### src/rtl/mips_pipe_pkg.sv
`default_nettype none
// ---------------------------------------------------------------------------
// mips_pipe_pkg : opcodes, sequencer state encoding and rt-usage decode
// Revision 1.0
// ---------------------------------------------------------------------------
package mips_pipe_pkg;

  localparam logic [5:0] OP_RTYPE = 6'b000000;
  localparam logic [5:0] OP_LW    = 6'b100011;
  localparam logic [5:0] OP_SW    = 6'b101011;
  localparam logic [5:0] OP_BEQ   = 6'b000100;
  localparam logic [5:0] OP_ADDI  = 6'b001000;
  localparam logic [5:0] OP_J     = 6'b000010;

  typedef enum logic [1:0] {
    ST_RUN        = 2'd0,
    ST_LOAD_STALL = 2'd1,
    ST_MEM_WAIT   = 2'd2
  } state_t;

  // Instructions that read rt as a source operand (addi/lw write it instead)
  function automatic logic uses_rt(input logic [5:0] op);
    return (op == OP_RTYPE) || (op == OP_SW) || (op == OP_BEQ);
  endfunction

endpackage
`default_nettype wire

### src/rtl/load_use_detect.sv
`default_nettype none
// ---------------------------------------------------------------------------
// load_use_detect : combinational load-use hazard compare between EX and ID
// Revision 1.0
// ---------------------------------------------------------------------------
module load_use_detect (
  input  logic [5:0] id_op,
  input  logic [4:0] id_rs,
  input  logic [4:0] id_rt,
  input  logic       ex_mem_read,
  input  logic [4:0] ex_rt,
  output logic       hazard
);
  import mips_pipe_pkg::*;

  always_comb begin
    hazard = ex_mem_read && (ex_rt != 5'd0) &&
             ((ex_rt == id_rs) || ((ex_rt == id_rt) && uses_rt(id_op)));
  end

endmodule
`default_nettype wire

### src/rtl/hazard_stall_sequencer.sv
`default_nettype none
// ---------------------------------------------------------------------------
// hazard_stall_sequencer : per-cycle advance/hold/bubble control for the
// 5-stage pipeline, with perf counters and sticky memory-timeout flag
// Revision 1.0
// ---------------------------------------------------------------------------
module hazard_stall_sequencer #(
  parameter int LOAD_STALL_CYCLES = 1,
  parameter int MEM_TIMEOUT       = 255,
  parameter int CNT_W             = 16
) (
  input  logic             clk,
  input  logic             rst,
  input  logic [5:0]       id_op,
  input  logic [4:0]       id_rs,
  input  logic [4:0]       id_rt,
  input  logic             ex_mem_read,
  input  logic [4:0]       ex_rt,
  input  logic             ex_branch_taken,
  input  logic             dmem_busy,
  output logic             pc_write,
  output logic             ifid_write,
  output logic             ifid_flush,
  output logic             idex_write,
  output logic             idex_bubble,
  output logic             exmem_write,
  output logic             memwb_bubble,
  output logic             mem_timeout,
  output logic [CNT_W-1:0] stall_cycles,
  output logic [CNT_W-1:0] flush_count
);
  import mips_pipe_pkg::*;

  localparam logic [2:0]       STALL_INIT  = 3'(LOAD_STALL_CYCLES - 1);
  localparam logic [7:0]       TIMEOUT_LIM = 8'(MEM_TIMEOUT);
  localparam logic [CNT_W-1:0] CNT_MAX     = '1;

  state_t           state_q, state_d, eff_state;
  logic [2:0]       remain_q, remain_d;
  logic [7:0]       tmo_cnt_q, tmo_cnt_d;
  logic             mem_timeout_q, mem_timeout_d;
  logic [CNT_W-1:0] stall_cycles_q, stall_cycles_d;
  logic [CNT_W-1:0] flush_count_q, flush_count_d;
  logic             hazard;

  load_use_detect u_load_use_detect (
    .id_op       (id_op),
    .id_rs       (id_rs),
    .id_rt       (id_rt),
    .ex_mem_read (ex_mem_read),
    .ex_rt       (ex_rt),
    .hazard      (hazard)
  );

  always_comb begin
    pc_write      = 1'b1;
    ifid_write    = 1'b1;
    ifid_flush    = 1'b0;
    idex_write    = 1'b1;
    idex_bubble   = 1'b0;
    exmem_write   = 1'b1;
    memwb_bubble  = 1'b0;
    remain_d      = remain_q;
    tmo_cnt_d     = 8'd0;
    mem_timeout_d = mem_timeout_q;
    // Leaving MEM_WAIT behaves as whichever state the wait interrupted
    eff_state = state_q;
    if (state_q == ST_MEM_WAIT) begin
      eff_state = (remain_q != 3'd0) ? ST_LOAD_STALL : ST_RUN;
    end
    state_d = eff_state;

    if (rst) begin
      pc_write     = 1'b0;
      ifid_write   = 1'b0;
      ifid_flush   = 1'b1;
      idex_bubble  = 1'b1;
      memwb_bubble = 1'b1;
      state_d      = ST_RUN;
      remain_d     = 3'd0;
    end else if (dmem_busy) begin
      pc_write     = 1'b0;
      ifid_write   = 1'b0;
      idex_write   = 1'b0;
      exmem_write  = 1'b0;
      memwb_bubble = 1'b1;
      state_d      = ST_MEM_WAIT;
      tmo_cnt_d    = (tmo_cnt_q == 8'hFF) ? tmo_cnt_q : tmo_cnt_q + 8'd1;
      if (tmo_cnt_d >= TIMEOUT_LIM) mem_timeout_d = 1'b1;
    end else if (ex_branch_taken) begin
      ifid_flush  = 1'b1;
      idex_bubble = 1'b1;
      state_d     = ST_RUN;
      remain_d    = 3'd0;
    end else if (eff_state == ST_LOAD_STALL) begin
      pc_write    = 1'b0;
      ifid_write  = 1'b0;
      idex_bubble = 1'b1;
      remain_d    = (remain_q == 3'd0) ? 3'd0 : remain_q - 3'd1;
      state_d     = (remain_d != 3'd0) ? ST_LOAD_STALL : ST_RUN;
    end else if (hazard) begin
      pc_write    = 1'b0;
      ifid_write  = 1'b0;
      idex_bubble = 1'b1;
      remain_d    = STALL_INIT;
      state_d     = (STALL_INIT != 3'd0) ? ST_LOAD_STALL : ST_RUN;
    end else if (id_op == OP_J) begin
      ifid_flush = 1'b1;
    end
  end

  always_comb begin
    stall_cycles_d = stall_cycles_q;
    flush_count_d  = flush_count_q;
    if (!pc_write && (stall_cycles_q != CNT_MAX)) stall_cycles_d = stall_cycles_q + CNT_W'(1);
    if (ifid_flush && (flush_count_q != CNT_MAX)) flush_count_d = flush_count_q + CNT_W'(1);
  end

  always_ff @(posedge clk) begin
    if (rst) begin
      state_q        <= ST_RUN;
      remain_q       <= 3'd0;
      tmo_cnt_q      <= 8'd0;
      mem_timeout_q  <= 1'b0;
      stall_cycles_q <= '0;
      flush_count_q  <= '0;
    end else begin
      state_q        <= state_d;
      remain_q       <= remain_d;
      tmo_cnt_q      <= tmo_cnt_d;
      mem_timeout_q  <= mem_timeout_d;
      stall_cycles_q <= stall_cycles_d;
      flush_count_q  <= flush_count_d;
    end
  end

  assign mem_timeout  = mem_timeout_q;
  assign stall_cycles = stall_cycles_q;
  assign flush_count  = flush_count_q;

endmodule
`default_nettype wire
### config.mk
export PLATFORM = sky130hd
export DESIGN_NAME = hazard_stall_sequencer
export DESIGN_NICKNAME = d
export VERILOG_FILES = /design/src/rtl/mips_pipe_pkg.sv /design/src/rtl/load_use_detect.sv /design/src/rtl/hazard_stall_sequencer.sv
export SDC_FILE = /design/constraint.sdc
export NUM_CORES = 1
export LEC_CHECK = 0
export BUFFER_PORTS_ARGS = -buffer_cell sky130_fd_sc_hd__buf_2
export CAP_MARGIN = 15
export CELL_PAD_IN_SITES_DETAIL_PLACEMENT = 0
export CELL_PAD_IN_SITES_GLOBAL_PLACEMENT = 1
export CORE_UTILIZATION = 38
export DETAILED_ROUTE_END_ITERATION = 10
export PLACE_DENSITY_LB_ADDON = 0.05
export SYNTH_ARGS = -nofsm -noshare
export SYNTH_HDL_FRONTEND = slang
export SYNTH_SLANG_ARGS = --single-unit
export TNS_END_PERCENT = 20
### constraint.sdc
create_clock -name clk -period 5.4 [get_ports clk]
set_clock_uncertainty 0.15 [all_clocks]
set_input_delay 1.62 -clock clk [delete_from_list [all_inputs] [get_ports clk]]
set_output_delay 1.62 -clock clk [all_outputs]
set_load 0.005 [all_outputs]
# Word-level counts from Yosys, hierarchy flattened
# Index checks and enable logic that the tools add are counted.
[classes]
order_cmp = 1
n_mux = 32
n_addsub = 4
n_reduce_logical = 19
n_eq_ne = 10
bitwise = 1
[op_table]
columns = ["operator", "n"]
rows = [
  ["$add 16x1->16 const B", 2],
  ["$ne 16x16->1 const B", 2],
  ["$mux 1", 22],
  ["$mux 3", 4],
  ["$eq 5x5->1", 2],
  ["$mux 2", 5],
  ["$reduce_bool 3->1", 3],
  ["$add 8x1->8 const B", 1],
  ["$eq 8x8->1 const B", 1],
  ["$ge 8x8->1 const B", 1],
  ["$mux 8", 1],
  ["$eq 6x2->1 const B", 1],
  ["$eq 6x3->1 const B", 1],
  ["$eq 6x6->1 const B", 1],
  ["$logic_not 6->1", 1],
  ["$logic_and 1x1->1", 5],
  ["$reduce_bool 5->1", 1],
  ["$reduce_and 2->1", 2],
  ["$logic_not 3->1", 1],
  ["$logic_or 1x1->1", 3],
  ["$reduce_or 3->1", 1],
  ["$sub 3x1->3 const B", 1],
  ["$eq 2x1->1 const B", 1],
  ["$eq 2x2->1 const B", 1],
  ["3 further kinds", 3],
]
[word_totals]
word_cells = 74
out_inout_bits = 40
ff_bits = 46

# Longest topological paths before layout
# Gate-level depths: netlist (run 1).
[depth]
word_depth = 13
mapped_depth = 9
depth_no_buf = 7

# By module
# From an unflattened synthesis (run 1), not the netlist that was laid out.
[hier_totals]
hier_cells = 324
hier_area_um2 = 2668.8
[by_module_without_submodules]
columns = ["module", "cells_per_inst", "seq_area_each_um2", "area_per_inst_um2", "instances"]
rows = [
  ["hazard_stall_sequencer", 303, 920.9, 2504.9, 1],
  ["load_use_detect", 21, 0.0, 163.9, 1],
]

# Worst setup path after synthesis (run 1)
# OpenSTA, ideal clock, no wires.
[synth_path]
path_kind = "in2out"
startpoint = "in ex_rt[0]"
endpoint = "out pc_write"
slack_ps = 467
arrival_time_ps = 3163
cell_stages = 6
n_path_buf = 2
cell_sequence = "or4_1 o21ai_1 a21oi_1 o31ai_1 clkbuf_1 buf_4"
[synth_via]
elab_chain_len = 9
[synth_rtl]
columns = ["item", "line_no", "text"]
rows = [
  ["start, declared", "hazard_stall_sequencer.sv:18", "input logic [4:0] ex_rt,"],
  ["$eq 5x5->1", "load_use_detect.sv:18", "((ex_rt == id_rs) || ((ex_rt == id_rt) && uses_rt(id_op)));"],
  ["$logic_and 1x1->1", "load_use_detect.sv:18", ""],
  ["$logic_or 1x1->1", "load_use_detect.sv:18", ""],
  ["$logic_and 1x1->1 (*)", "load_use_detect.sv:17", "hazard = ex_mem_read && (ex_rt != 5'd0) &&"],
  ["$mux 1 (*) (5 in series)", "n/a", ""],
  ["end, declared", "hazard_stall_sequencer.sv:21", "output logic pc_write,"],
]
# Mark *: on every way between the ends. The rest lies on a longest branch, timed or not.

# Worst setup path in the final report (run 1)
[layout_path]
startpoint = "in id_op[0]"
endpoint = "out idex_bubble"
[layout_via]
elab_chain_len = 11
[layout_rtl]
columns = ["item", "line_no", "text"]
rows = [
  ["start, declared", "hazard_stall_sequencer.sv:14", "input logic [5:0] id_op,"],
  ["$eq 6x6->1 or $logic_not 6->1 (tied branches)", "mips_pipe_pkg.sv:23", "return (op == OP_RTYPE) || (op == OP_SW) || (op == OP_BEQ);"],
  ["$logic_or 1x1->1", "mips_pipe_pkg.sv:23", ""],
  ["$logic_or 1x1->1 (*)", "mips_pipe_pkg.sv:23", ""],
  ["$logic_and 1x1->1 (*)", "load_use_detect.sv:18", ""],
  ["$logic_or 1x1->1 (*)", "load_use_detect.sv:18", ""],
  ["$logic_and 1x1->1 (*)", "load_use_detect.sv:17", ""],
  ["$mux 1 (*)", "hazard_stall_sequencer.sv:101", "end else if (hazard) begin"],
  ["$mux 1 (*)", "hazard_stall_sequencer.sv:95", "end else if (eff_state == ST_LOAD_STALL) begin"],
  ["$mux 1 (*)", "hazard_stall_sequencer.sv:90", "end else if (ex_branch_taken) begin"],
  ["$mux 1 (*)", "hazard_stall_sequencer.sv:81", "end else if (dmem_busy) begin"],
  ["$mux 1 (*)", "hazard_stall_sequencer.sv:73", "if (rst) begin"],
  ["end, declared", "hazard_stall_sequencer.sv:25", "output logic idex_bubble,"],
]
# Marked as above.

==> results of run 1 <==
-- cell type report --
| cell class | count | share of cell area [%] |
|---|---|---|
| multi-input combinational | 242 | 50.16 |
| sequential | 46 | 30.16 |
| timing repair buffer | 71 | 12.05 |
| tap | 77 | 3.156 |
| clock buffer | 7 | 2.828 |
| inverter | 12 | 1.475 |
| clock inverter | 1 | 0.1639 |
-- synthesized netlist by cell type (5+ instances only) --
cell type,number
sky130_fd_sc_hd__a21oi_1,20
sky130_fd_sc_hd__clkbuf_1,7
sky130_fd_sc_hd__dfxtp_1,46
sky130_fd_sc_hd__inv_1,11
sky130_fd_sc_hd__mux2_2,6
sky130_fd_sc_hd__mux2i_1,5
sky130_fd_sc_hd__nand2_1,25
sky130_fd_sc_hd__nand3_1,10
sky130_fd_sc_hd__nand4_1,17
sky130_fd_sc_hd__nor2_1,31
sky130_fd_sc_hd__nor2b_1,7
sky130_fd_sc_hd__nor3_1,8
sky130_fd_sc_hd__o21ai_0,16
sky130_fd_sc_hd__o31ai_1,7
sky130_fd_sc_hd__or3_1,12
sky130_fd_sc_hd__or4_1,6
sky130_fd_sc_hd__xnor2_1,15
sky130_fd_sc_hd__xor2_1,7
-- worst min-delay path, cell delays in order, from the launching register on --
cell and delay (ns):
sky130_fd_sc_hd__dfxtp_1 0.34, sky130_fd_sc_hd__nand2_1 0.06, sky130_fd_sc_hd__a21oi_1 0.03
-- sequential cells by signal, indices dropped and copies added (netlist names) --
name,cells
stall_cycles,16
tmo_cnt_q,8
remain_q,3
mem_timeout,1
flush_count,16
state_q,2
-- where the power goes --
part / total, mW / internal [mW] / switching, mW
logic: 0.0800 / 0.0352 / 0.0448
registers: 0.353 / 0.345 / 0.00802
clock network: 0.224 / 0.104 / 0.120
-- cell families after synthesis --
logic type | Yosys count | synth area share [%]
and+or+nand+nor | 141 | 29.45
AOI/OAI and AO/OA | 65 | 16.86
DFF | 46 | 36.18
xor gates and xnor gates | 22 | 7.571
buffers and inverters | 22 | 3.835
muxes | 11 | 4.621
adders and majority gates | 3 | 1.475
-- final timing paths --
check | slack, ns | start | to | cells past startpoint
max | 0.34 | id_op[0] | idex_bubble | 7
min | 0.32 | remain_q[2] | remain_q[2] | 2
max reg2reg | 2.57 | remain_q[2] | flush_count[14] | 6
min reg2reg | 0.32 | remain_q[2] | remain_q[2] | 2
-- routing by layer --
layer | track usage, % | vias up | wire length, µm
met5 | 0 | - | 0
met1 | 27.10 | 1138 | 3241
met2 | 30.33 | 50 | 2955
met4 | 5.643 | 0 | 74
li1 | - | 1271 | -
met3 | 3.561 | 6 | 227
-- through the flow --
| stage | utilization [%] | setup WS (ns) | cells | total power [mW] | cell area [µm²] |
|---|---|---|---|---|---|
| 2_1_floorplan | - | 0.4667 | 310 | 0.4057 | 2545 |
| 3_3_place_gp | 46.04 | 0.4238 | 447 | 0.4402 | 2957 |
| 3_5_place_dp | 46.04 | 0.3634 | 447 | 0.4412 | 2957 |
| 4_1_cts | 47.46 | 0.3351 | 455 | 0.6684 | 3048 |
| 5_1_grt | 47.54 | 0.1384 | 456 | 0.6920 | 3053 |
| 6_report | 47.54 | 0.3371 | 456 | 0.6565 | 3053 |
==> results_tabular.tex, run 1 <==
\begin{tabular}{lr}
\hline
Metric & Value \\
\hline
\multicolumn{2}{l}{\textbf{Worst setup path}} \\
Crit path arrival time & 3.29 ns \\
Cell at the slowest stage of the critical path & sky130\_fd\_sc\_hd\_\_or3\_1 \\
Startpoint kind of the worst setup timing path & input pin \\
Largest stage delay on the critical path & 0.42 ns \\
Critical Path RT & 3.63 ns \\
WS Path Type & in2out \\
Setup crit end kind & primary output \\
Critical-path maximum fanout & 3 \\
Kind of cell with the highest combined delay on the critical path & simple AND/OR/NAND/NOR gates \\
Cell mode on critical path & sky130\_fd\_sc\_hd\_\_buf\_2 \\
Series of cell instances along the critical path & buf\_2 > or3\_1 > o22a\_1 > nor4\_1 > o21bai\_1 > a31oi\_1 > buf\_2 \\
Worst path buffer plus inverter count & 2 \\
\multicolumn{2}{l}{\textbf{Synthesis}} \\
Async set or reset register ratio after synthesis & 0\% \\
Top cell type's share of synthesized area & 36.18\% \\
Most used flip-flop cell after synthesis & sky130\_fd\_sc\_hd\_\_dfxtp\_1 \\
Seq/Total Area, Yosys & 36.18\% \\
Post-Synthesis Cell Area & 2545 µm² \\
Number of enable flip-flop cells after synthesis & 0 \\
Synth area leaders & sky130\_fd\_sc\_hd\_\_dfxtp\_1 36\%, sky130\_fd\_sc\_hd\_\_xnor2\_1 5.2\%, sky130\_fd\_sc\_hd\_\_nor2\_1 4.6\% \\
Post-synthesis cell type count & 46 \\
Library cell with the largest summed area after synthesis & sky130\_fd\_sc\_hd\_\_dfxtp\_1 \\
Instance count of the mapped netlist & 310 \\
Net Count, Synth & 339 \\
Ys Warns & 0 \\
Synth Register Bits & 46 \\
Mean instance size in the synthesized netlist & 8.209 µm² \\
\multicolumn{2}{l}{\textbf{Global route}} \\
Number of antenna violations at the first check in global routing & 0 \\
Remaining global-route overflow & 0 \\
Largest net degree at the start of global routing & 38 \\
Global-route usage over all layers & 19.37\% \\
Number of global-route vias before repair & 2,208 \\
Global-route wire length before repair & 10,960 µm \\
\multicolumn{2}{l}{\textbf{Clocking}} \\
Root buffer selected by CTS & sky130\_fd\_sc\_hd\_\_clkbuf\_8 \\
TritonCTS clock tree & built \\
CTS max path bufs & 2 \\
Number of sinks on the clock net & 46 \\
Clock latency reported for the late side of the worst-skew pair & 0.30 ns \\
Post-CTS repair timing setup buffer count & 0 \\
H-tree lvl count & 2 \\
\# resized after CTS & 0 \\
Count of hold buffers inserted by post-cts repair & 0 \\
Clock transition at path regs & 0.08 ns \\
CTS Buf Count & 5 \\
\multicolumn{2}{l}{\textbf{Run status}} \\
Violated checks & design-rule violations \\
Run status & finished, violations left \\
\multicolumn{2}{l}{\textbf{Timing}} \\
Setup repair after global routing missed its margin & no \\
Final min period & 5.063 ns \\
Final setup fails & 0 \\
Final period utilization & 93.76\% \\
Final Hold Vio Count & 0 \\
Max-slew headroom & 46.87\% \\
Worst hold margin & 0.3192 ns \\
Sum of negative setup slack & 0 ns \\
Number of max-slew violations in the final report & 0 \\
Actual slew at the worst max-slew pin & 0.7866 ns \\
Maximum clock frequency & 197.5 MHz \\
\multicolumn{2}{l}{\textbf{Floorplan}} \\
Effective utilization at floorplan & 39.63\% \\
Floorplan core area & 6422 µm² \\
Standard-cell row count & 29 \\
Die outline area & 7028 µm² \\
I/O Pins & 66 \\
Die Y & 83.84 µm \\
Die X & 83.84 µm \\
\multicolumn{2}{l}{\textbf{Route}} \\
Drt wl/cell & 14.25 µm \\
DRC viols & 6 \\
Post-detailed-route via-to-cell ratio & 5.406 \\
Final ANT Viol Nets & 0 \\
Vias & 2,465 \\
First drt pass iteration count & 7 \\
Number of violations reported at the end of detailed-routing iteration 0 & 75 \\
Routed wire length & 6498 µm \\
\multicolumn{2}{l}{\textbf{Power}} \\
Leakage power of the design & 1.236 nW \\
Worst vdd rail ir drop & 0.09130 mV \\
Ratio of total power to cell area & 215.0 nW/µm² \\
\multicolumn{2}{l}{\textbf{Layout}} \\
Proportion of layout cells with a drive suffix above 1 & 25.07\% \\
Most common cell after layout, fill and taps aside & sky130\_fd\_sc\_hd\_\_buf\_2 \\
FILL cells & 676 \\
Most frequent cells in the layout & 66 x sky130\_fd\_sc\_hd\_\_buf\_2, 46 x sky130\_fd\_sc\_hd\_\_dfxtp\_1, 31 x sky130\_fd\_sc\_hd\_\_nor2\_1 \\
Area growth from synthesis to layout & 19.96\% \\
Final antenna diode count & 0 \\
Total area of multi-input combinational cells & 1531 µm² \\
Storage element area & 920.9 µm² \\
Total number of nets in the final design & 407 \\
\multicolumn{2}{l}{\textbf{Placement}} \\
Placed wire-length estimate after detailed placement & 4787 µm \\
Total of buffers placed on input and output ports & 65 \\
Final Wtd Congestion & 0.7468 \\
\multicolumn{2}{l}{\textbf{Min path}} \\
Hold WC Path Type & reg2reg \\
\multicolumn{2}{l}{\textbf{Job}} \\
Number of max-capacitance violations reported & 0 \\
\hline
\end{tabular}
(Power assumes the default switching activity.)
==> run 2, diff against run 1 <==
CORE_UTILIZATION = 25   (was 38)
CTS_CLUSTER_DIAMETER = 40   (was default)
==> run 2 against run 1 <==
Compared with the run above:
- the run now ends clean
- maximum frequency decreased by 1.4%
- setup slack got worse by 0.072 ns
- total power shrank 2.8%
- die area up 51%
- critical path type unchanged
- critical endpoint unchanged
==> results_tabular.tex, run 2 (same netlist as run 1, synthesis figures left out) <==
\begin{tabular}{lr}
\hline
Metric & Value \\
\hline
\multicolumn{2}{l}{\textbf{Floorplan}} \\
I/O Pins & 66 (unchanged) \\
Die X & 102.9 µm (+23\%) \\
Effective utilization at floorplan & 25.92\% (-14 points) \\
Die outline area & 10,590 µm² (+51\%) \\
Die Y & 102.9 µm (+23\%) \\
Standard-cell row count & 36 (+24\%) \\
Floorplan core area & 9819 µm² (+53\%) \\
\multicolumn{2}{l}{\textbf{Layout}} \\
Proportion of layout cells with a drive suffix above 1 & 24.40\% (-0.66 points) \\
Area growth from synthesis to layout & 21.83\% \\
Total number of nets in the final design & 406 (-0.25\%) \\
Most common cell after layout, fill and taps aside & sky130\_fd\_sc\_hd\_\_buf\_2 \\
Most frequent cells in the layout & 65 x sky130\_fd\_sc\_hd\_\_buf\_2, 46 x sky130\_fd\_sc\_hd\_\_dfxtp\_1, 31 x sky130\_fd\_sc\_hd\_\_nor2\_1 \\
Final antenna diode count & 0 (unchanged) \\
Final cell area excluding filler cells & 3100 µm² (+1.6\%) \\
\multicolumn{2}{l}{\textbf{Power}} \\
Power consumption & 0.6381 mW (-2.8\%) \\
Leakage power of the design & 1.221 nW (-1.2\%) \\
Worst vdd rail ir drop & 0.08486 mV (-7.1\%) \\
Ratio of total power to cell area & 205.8 nW/µm² (-4.3\%) \\
\multicolumn{2}{l}{\textbf{Timing}} \\
Number of max-slew violations in the final report & 0 (unchanged) \\
Setup repair after global routing missed its margin & no \\
Final min period & 5.135 ns (+0.07231 ns) \\
Actual slew at the worst max-slew pin & 0.8222 ns (+0.03562 ns) \\
Final period utilization & 95.10\% (+1.3 points) \\
Maximum clock frequency & 194.7 MHz (-1.4\%) \\
Max-slew headroom & 44.47\% (-2.4 points) \\
Final setup fails & 0 (unchanged) \\
Sum of negative setup slack & 0 ns (unchanged) \\
Setup ws final & 0.2648 ns (-0.07231 ns) \\
Final Hold Vio Count & 0 (unchanged) \\
\multicolumn{2}{l}{\textbf{Worst setup path}} \\
Path depth of the worst reg2reg path & 6 (unchanged) \\
Crit path arrival time & 3.37 ns (+0.08 ns) \\
Critical Path RT & 3.63 ns (about the same) \\
WS Path Type & in2out \\
Setup crit end kind & primary output \\
Reg2Reg Capture Point & flush\_count[14] \\
Reg2reg start & remain\_q[2] \\
Critical-path maximum fanout & 3 (unchanged) \\
Startpoint kind of the worst setup timing path & input pin \\
Reg2Reg Setup Slack & 2.60 ns (+0.03 ns) \\
\multicolumn{2}{l}{\textbf{Placement}} \\
Total of buffers placed on input and output ports & 65 (unchanged) \\
Placed cell areas & 3019 µm² (+2.1\%) \\
Final Wtd Congestion & 0.7486 (+0.24\%) \\
Placed wire-length estimate after detailed placement & 5441 µm (+14\%) \\
Post-placement setup slack & 0.2742 ns (-0.08914 ns) \\
\multicolumn{2}{l}{\textbf{Route}} \\
Final ANT Viol Nets & 0 (unchanged) \\
Number of violations reported at the end of detailed-routing iteration 0 & 43 (-43\%) \\
Vias & 2,457 (-0.32\%) \\
Drt wl/cell & 14.04 µm (-1.5\%) \\
First drt pass iteration count & 4 (-3) \\
DRC viols & 0 (-6) \\
Routed wire length & 7161 µm (+10\%) \\
Post-detailed-route via-to-cell ratio & 4.818 (-11\%) \\
\multicolumn{2}{l}{\textbf{Global route}} \\
Global-route wire length before repair & 11,760 µm (+7.4\%) \\
Number of global-route vias before repair & 2,312 (+4.7\%) \\
Global-route usage over all layers & 14.36\% (-5.0 points) \\
Largest net degree at the start of global routing & 39 (+2.6\%) \\
Number of antenna violations at the first check in global routing & 0 (unchanged) \\
Remaining global-route overflow & 0 (unchanged) \\
\multicolumn{2}{l}{\textbf{Clocking}} \\
Clock latency reported for the late side of the worst-skew pair & 0.29 ns (about the same) \\
Count of hold buffers inserted by post-cts repair & 0 (unchanged) \\
Root buffer selected by CTS & sky130\_fd\_sc\_hd\_\_clkbuf\_8 \\
TritonCTS clock tree & built \\
\# resized after CTS & 0 (unchanged) \\
H-tree lvl count & 2 (unchanged) \\
Clock transition at path regs & 0.08 ns (about the same) \\
CTS max path bufs & 2 (unchanged) \\
Number of sinks on the clock net & 46 (unchanged) \\
Post-CTS repair timing setup buffer count & 0 (unchanged) \\
CTS Buf Count & 5 (unchanged) \\
\multicolumn{2}{l}{\textbf{Min path}} \\
Launch instance of the worst min-delay path & mem\_timeout \\
Number of instances on the worst hold path & 1 (-1) \\
Hold WC Path Type & reg2reg \\
Hold worst-path end & mem\_timeout \\
\multicolumn{2}{l}{\textbf{Job}} \\
Number of max-capacitance violations reported & 0 (unchanged) \\
\multicolumn{2}{l}{\textbf{Run status}} \\
Run status & completed \\
\hline
\end{tabular}
run 2: how the worst max path moves through the flow:
stage | end | cells after the start | startpoint
after floorplan | pc_write | 6 | ex_rt[0]
after global placement | idex_bubble | 7 | id_op[0]
after detailed placement | idex_bubble | 7 | id_op[0]
after CTS | idex_bubble | 7 | id_op[0]
after global routing | idex_bubble | 7 | id_op[0]
final | idex_bubble | 7 | id_op[0]
run 2: per-layer routing:
layer	GRT usage [%]	vias up	wire (µm)
li1	-	1270	-
met1	19.32	1141	3602
met2	23.95	41	3259
met3	2.305	5	219
met4	3.575	0	79
met5	0	-	0
run 2: stage by stage:
stage | util [%] | hold WS [ns] | instances
6_report | 31.57 | 0.3337 | 510
5_1_grt | 31.57 | 0.3635 | 510
4_1_cts | 31.52 | 0.3343 | 509
3_5_place_dp | 30.75 | 0.3211 | 502
3_3_place_gp | 30.75 | 0.3136 | 502
2_1_floorplan | - | 0.2851 | 310
run 2: report_power, final:
group / switching [mW] / internal (mW)
Combinational: 0.0464 / 0.0346
Sequential: 0.00781 / 0.345
Clock: 0.115 / 0.0895
Total: 0.169 / 0.469
run 2: worst max-delay path, stage by stage:
cell and delay (ns):
sky130_fd_sc_hd__buf_2 0.10, sky130_fd_sc_hd__or3_1 0.45, sky130_fd_sc_hd__o22a_1 0.22, sky130_fd_sc_hd__nor4_1 0.30
sky130_fd_sc_hd__o21bai_1 0.18, sky130_fd_sc_hd__a31oi_1 0.31, sky130_fd_sc_hd__buf_2 0.17
run 2: area by class of cell:
cell class                 count  area (µm²)
timing repair buffer          70       360.3
fill                        1121        6719
multi-input combinational    242        1531
inverter                      12       45.04
tap                          133       166.4
clock buffer                   7       76.32
sequential                    46       920.9
==> run 3, diff against run 2 <==
SYNTH_HIERARCHICAL = 1   (was default)
==> run 3 against run 2 <==
Compared with the run above:
- die area rose by 4.8%
- global-route usage is 0.81 points lower
- hold slack worse by 0.0026 ns
- cell area is 3.8% higher
- register-to-register slack better by 0.30 ns
- combinational power decreased by 17%
- via count rose by 4.6%
- maximum frequency increased by 0.24%
==> results_tabular.tex, run 3 <==
\begin{tabular}{lr}
\hline
Metric & Value \\
\hline
\multicolumn{2}{l}{\textbf{Power}} \\
Combinational fraction of design power & 9.9\% (-2.8 points) \\
Cell internal power dissipation & 0.5095 mW (+8.6\%) \\
Sw Pwr & 0.1671 mW (-1.2\%) \\
Proportion of power drawn by the clock network & 38.4\% (+6.4 points) \\
Worst vdd rail ir drop & 0.09420 mV (+11\%) \\
Power consumption & 0.6765 mW (+6.0\%) \\
Fraction of power spent switching nets & 24.70\% (-1.8 points) \\
Leakage power of the design & 1.237 nW (+1.3\%) \\
Ratio of total power to cell area & 210.2 nW/µm² (+2.1\%) \\
Register share of total power & 51.7\% (-3.6 points) \\
\multicolumn{2}{l}{\textbf{Global route}} \\
Number of antenna violations at the first check in global routing & 0 (unchanged) \\
Most Used Layer, Global Route & met2 \\
Global-route track usage on met2 & 21.62\% (-2.3 points) \\
GR Util met3 & 3.649\% (+1.3 points) \\
Met1 track demand over resource in global routing & 18.28\% (-1.0 points) \\
Largest net degree at the start of global routing & 33 (-15\%) \\
Number of global-route vias before repair & 2,453 (+6.1\%) \\
Remaining global-route overflow & 0 (unchanged) \\
Global-route wire length before repair & 12,180 µm (+3.5\%) \\
Global-route usage over all layers & 13.55\% (-0.81 points) \\
\multicolumn{2}{l}{\textbf{Clocking}} \\
Root buffer selected by CTS & sky130\_fd\_sc\_hd\_\_clkbuf\_8 \\
Clock latency reported for the late side of the worst-skew pair & 0.30 ns (about the same) \\
\# resized after CTS & 0 (unchanged) \\
H-tree lvl count & 2 (unchanged) \\
Post-CTS repair timing setup buffer count & 0 (unchanged) \\
Number of sinks on the clock net & 46 (unchanged) \\
Count of hold buffers inserted by post-cts repair & 0 (unchanged) \\
CTS max path bufs & 2 (unchanged) \\
Clock transition at path regs & 0.09 ns (about the same) \\
CTS Buf Count & 5 (unchanged) \\
TritonCTS clock tree & built \\
\multicolumn{2}{l}{\textbf{Synthesis}} \\
Post-Synthesis Cell Area & 2669 µm² (+4.9\%) \\
Net Count, Synth & 353 (+4.1\%) \\
Synth area leaders & sky130\_fd\_sc\_hd\_\_dfxtp\_1 35\%, sky130\_fd\_sc\_hd\_\_a21oi\_1 5.1\%, sky130\_fd\_sc\_hd\_\_nor2\_1 3.9\% \\
Most used flip-flop cell after synthesis & sky130\_fd\_sc\_hd\_\_dfxtp\_1 \\
Seq/Total Area, Yosys & 34.51\% (-1.7 points) \\
Mean instance size in the synthesized netlist & 8.237 µm² (+0.34\%) \\
List of most frequent post-synthesis cells & 46 x sky130\_fd\_sc\_hd\_\_dfxtp\_1, 28 x sky130\_fd\_sc\_hd\_\_nor2\_1, 27 x sky130\_fd\_sc\_hd\_\_a21oi\_1 \\
Instance count of the mapped netlist & 324 (+4.5\%) \\
Post-synthesis cell type count & 53 (+15\%) \\
Top cell type's share of synthesized area & 34.51\% (-1.7 points) \\
Synth Register Bits & 46 (unchanged) \\
Async set or reset register ratio after synthesis & 0\% (unchanged) \\
Number of enable flip-flop cells after synthesis & 0 (unchanged) \\
Library cell with the largest summed area after synthesis & sky130\_fd\_sc\_hd\_\_dfxtp\_1 \\
Ys Warns & 6 (+6) \\
Most used standard cell by instance count after synthesis & sky130\_fd\_sc\_hd\_\_dfxtp\_1 \\
\multicolumn{2}{l}{\textbf{Timing}} \\
Final setup fails & 0 (unchanged) \\
Final period utilization & 94.87\% (-0.23 points) \\
Max-slew headroom & 48.44\% (+4.0 points) \\
Maximum clock frequency & 195.2 MHz (+0.24\%) \\
Setup repair after global routing missed its margin & no \\
Final Hold Vio Count & 0 (unchanged) \\
Number of max-slew violations in the final report & 0 (unchanged) \\
Sum of negative setup slack & 0 ns (unchanged) \\
Final min period & 5.123 ns (-0.01234 ns) \\
Actual slew at the worst max-slew pin & 0.7670 ns (-0.05526 ns) \\
\multicolumn{2}{l}{\textbf{Floorplan}} \\
Die outline area & 11,090 µm² (+4.8\%) \\
Effective utilization at floorplan & 25.85\% (-0.066 points) \\
Die Y & 105.3 µm (+2.4\%) \\
Floorplan core area & 10,320 µm² (+5.1\%) \\
Die X & 105.3 µm (+2.4\%) \\
Standard-cell row count & 37 (+2.8\%) \\
I/O Pins & 66 (unchanged) \\
\multicolumn{2}{l}{\textbf{Layout}} \\
Final antenna diode count & 0 (unchanged) \\
Proportion of layout cells with a drive suffix above 1 & 23.70\% (-0.71 points) \\
Area growth from synthesis to layout & 20.58\% \\
Total number of nets in the final design & 412 (+1.5\%) \\
Most frequent cells in the layout & 65 x sky130\_fd\_sc\_hd\_\_buf\_2, 46 x sky130\_fd\_sc\_hd\_\_dfxtp\_1, 28 x sky130\_fd\_sc\_hd\_\_nor2\_1 \\
Most common cell after layout, fill and taps aside & sky130\_fd\_sc\_hd\_\_buf\_2 \\
\multicolumn{2}{l}{\textbf{Worst setup path}} \\
Setup crit end kind & primary output \\
Startpoint kind of the worst setup timing path & input pin \\
Worst path buffer plus inverter count & 2 (unchanged) \\
Kind of cell with the highest combined delay on the critical path & simple AND/OR/NAND/NOR gates \\
Crit path arrival time & 3.35 ns (-0.02 ns) \\
Reg2reg start & flush\_count[4] \\
Depth of the critical timing path with buffers and inverters included & 9 (+2) \\
Critical Path RT & 3.63 ns (about the same) \\
Cell at the slowest stage of the critical path & sky130\_fd\_sc\_hd\_\_or4\_1 \\
Path depth of the worst reg2reg path & 5 (-1) \\
Critical-path maximum fanout & 4 (+1) \\
Crit path from & id\_op[0] \\
Series of cell instances along the critical path & buf\_2 > or4\_1 > o21ai\_1 > nand3\_1 > a21oi\_1 > nor2\_1 > a21oi\_1 > or2\_2 > buf\_2 \\
WS Path Type & in2out \\
Largest stage delay on the critical path & 0.50 ns (+0.05 ns) \\
\multicolumn{2}{l}{\textbf{Route}} \\
Number of violations reported at the end of detailed-routing iteration 0 & 58 (+35\%) \\
Drt wl/cell & 13.96 µm (-0.55\%) \\
First drt pass iteration count & 4 (unchanged) \\
Post-detailed-route via-to-cell ratio & 4.944 (+2.6\%) \\
Vias & 2,571 (+4.6\%) \\
DRC viols & 0 (unchanged) \\
Routed wire length & 7261 µm (+1.4\%) \\
Final ANT Viol Nets & 0 (unchanged) \\
\multicolumn{2}{l}{\textbf{Placement}} \\
Placed wire-length estimate after detailed placement & 5317 µm (-2.3\%) \\
Total of buffers placed on input and output ports & 65 (unchanged) \\
Final Wtd Congestion & 0.7315 (-2.3\%) \\
\multicolumn{2}{l}{\textbf{Min path}} \\
Hold WC Path Type & reg2reg \\
Number of instances on the worst hold path & 2 (+1) \\
Launch instance of the worst min-delay path & mem\_timeout \\
\multicolumn{2}{l}{\textbf{Run status}} \\
Run status & completed \\
\multicolumn{2}{l}{\textbf{Job}} \\
Number of max-capacitance violations reported & 0 (unchanged) \\
\hline
\end{tabular}
-- run 3: cell count changes in the layout (fill, tap and decap cells not counted), moves of 5 or more --
cell                      before  now
sky130_fd_sc_hd__or4_1         6   12
sky130_fd_sc_hd__or3_1        12    6
sky130_fd_sc_hd__o21ai_0      16    9
sky130_fd_sc_hd__a21oi_1      20   27
sky130_fd_sc_hd__xnor2_1      15    3
sky130_fd_sc_hd__nand3_1      10   15
sky130_fd_sc_hd__and3_1        3   10
-- run 3: worst register-to-register path: stages, from the launching register on --
cell and delay (ns):
sky130_fd_sc_hd__dfxtp_1 0.43, sky130_fd_sc_hd__nand4_1 0.38, sky130_fd_sc_hd__nor4_2 0.59, sky130_fd_sc_hd__or2_1 0.41, sky130_fd_sc_hd__nor3b_1 0.11, sky130_fd_sc_hd__mux2_1 0.32
-- run 3: power by group through the flow --
stage          sequential (mW)  clock [mW]  combinational (mW)
6_report                 0.349       0.260              0.0670
4_1_cts                  0.350       0.273              0.0684
3_5_place_dp             0.358           0              0.0679
5_1_grt                  0.351       0.284              0.0763
3_3_place_gp             0.357           0              0.0681
2_1_floorplan            0.357           0              0.0395
-- run 3: kinds of logic (layout without fill, tap and decap cells) --
logic type,Yosys count,after routing,synth area share [%]
flops,46,46,34.51
mux,11,11,4.548
xor+xnor,14,14,4.595
compound gates,63,63,14.82
buf+inv,25,85,4.172
fa+ha+maj,3,3,1.407
simple gates,162,162,35.96
-- run 3: per-stage QoR --
stage          instance area (µm²)  worst slack, ns  hold WS [ns]  std cells  util (%)
2_1_floorplan                 2669           0.3992        0.3153        324         -
3_3_place_gp                  3109           0.2957        0.3131        512     30.12
3_5_place_dp                  3109           0.2663        0.3213        512     30.12
4_1_cts                       3218           0.2628        0.3369        520     31.17
5_1_grt                       3218          0.09641        0.3651        520     31.17
6_report                      3218           0.2771        0.3311        520     31.17
-- run 3: cell type report --
class | instances | area [µm²]
Clock buffer | 5 | 68.82
Clock inverter | 3 | 40.04
Fill cell | 1118 | 7106
Inverter | 9 | 33.78
Multi-Input combinational cell | 253 | 1637
Sequential cell | 46 | 920.9
Tap cell | 136 | 170.2
Timing Repair Buffer | 68 | 347.8
-- run 3: path summary, 6_finish.rpt --
path                     endpoint  slack, ns
setup / recovery      idex_bubble       0.28
hold reg to reg       mem_timeout       0.33
hold / removal        mem_timeout       0.33
setup reg to reg  flush_count[11]       2.90
-- run 3: per-layer routing --
metal / wire, µm / share of wire, %
met3: 389 / 5.4
met1: 3536 / 49
met4: 48 / 0.66
met5: 0 / 0
met2: 3287 / 45
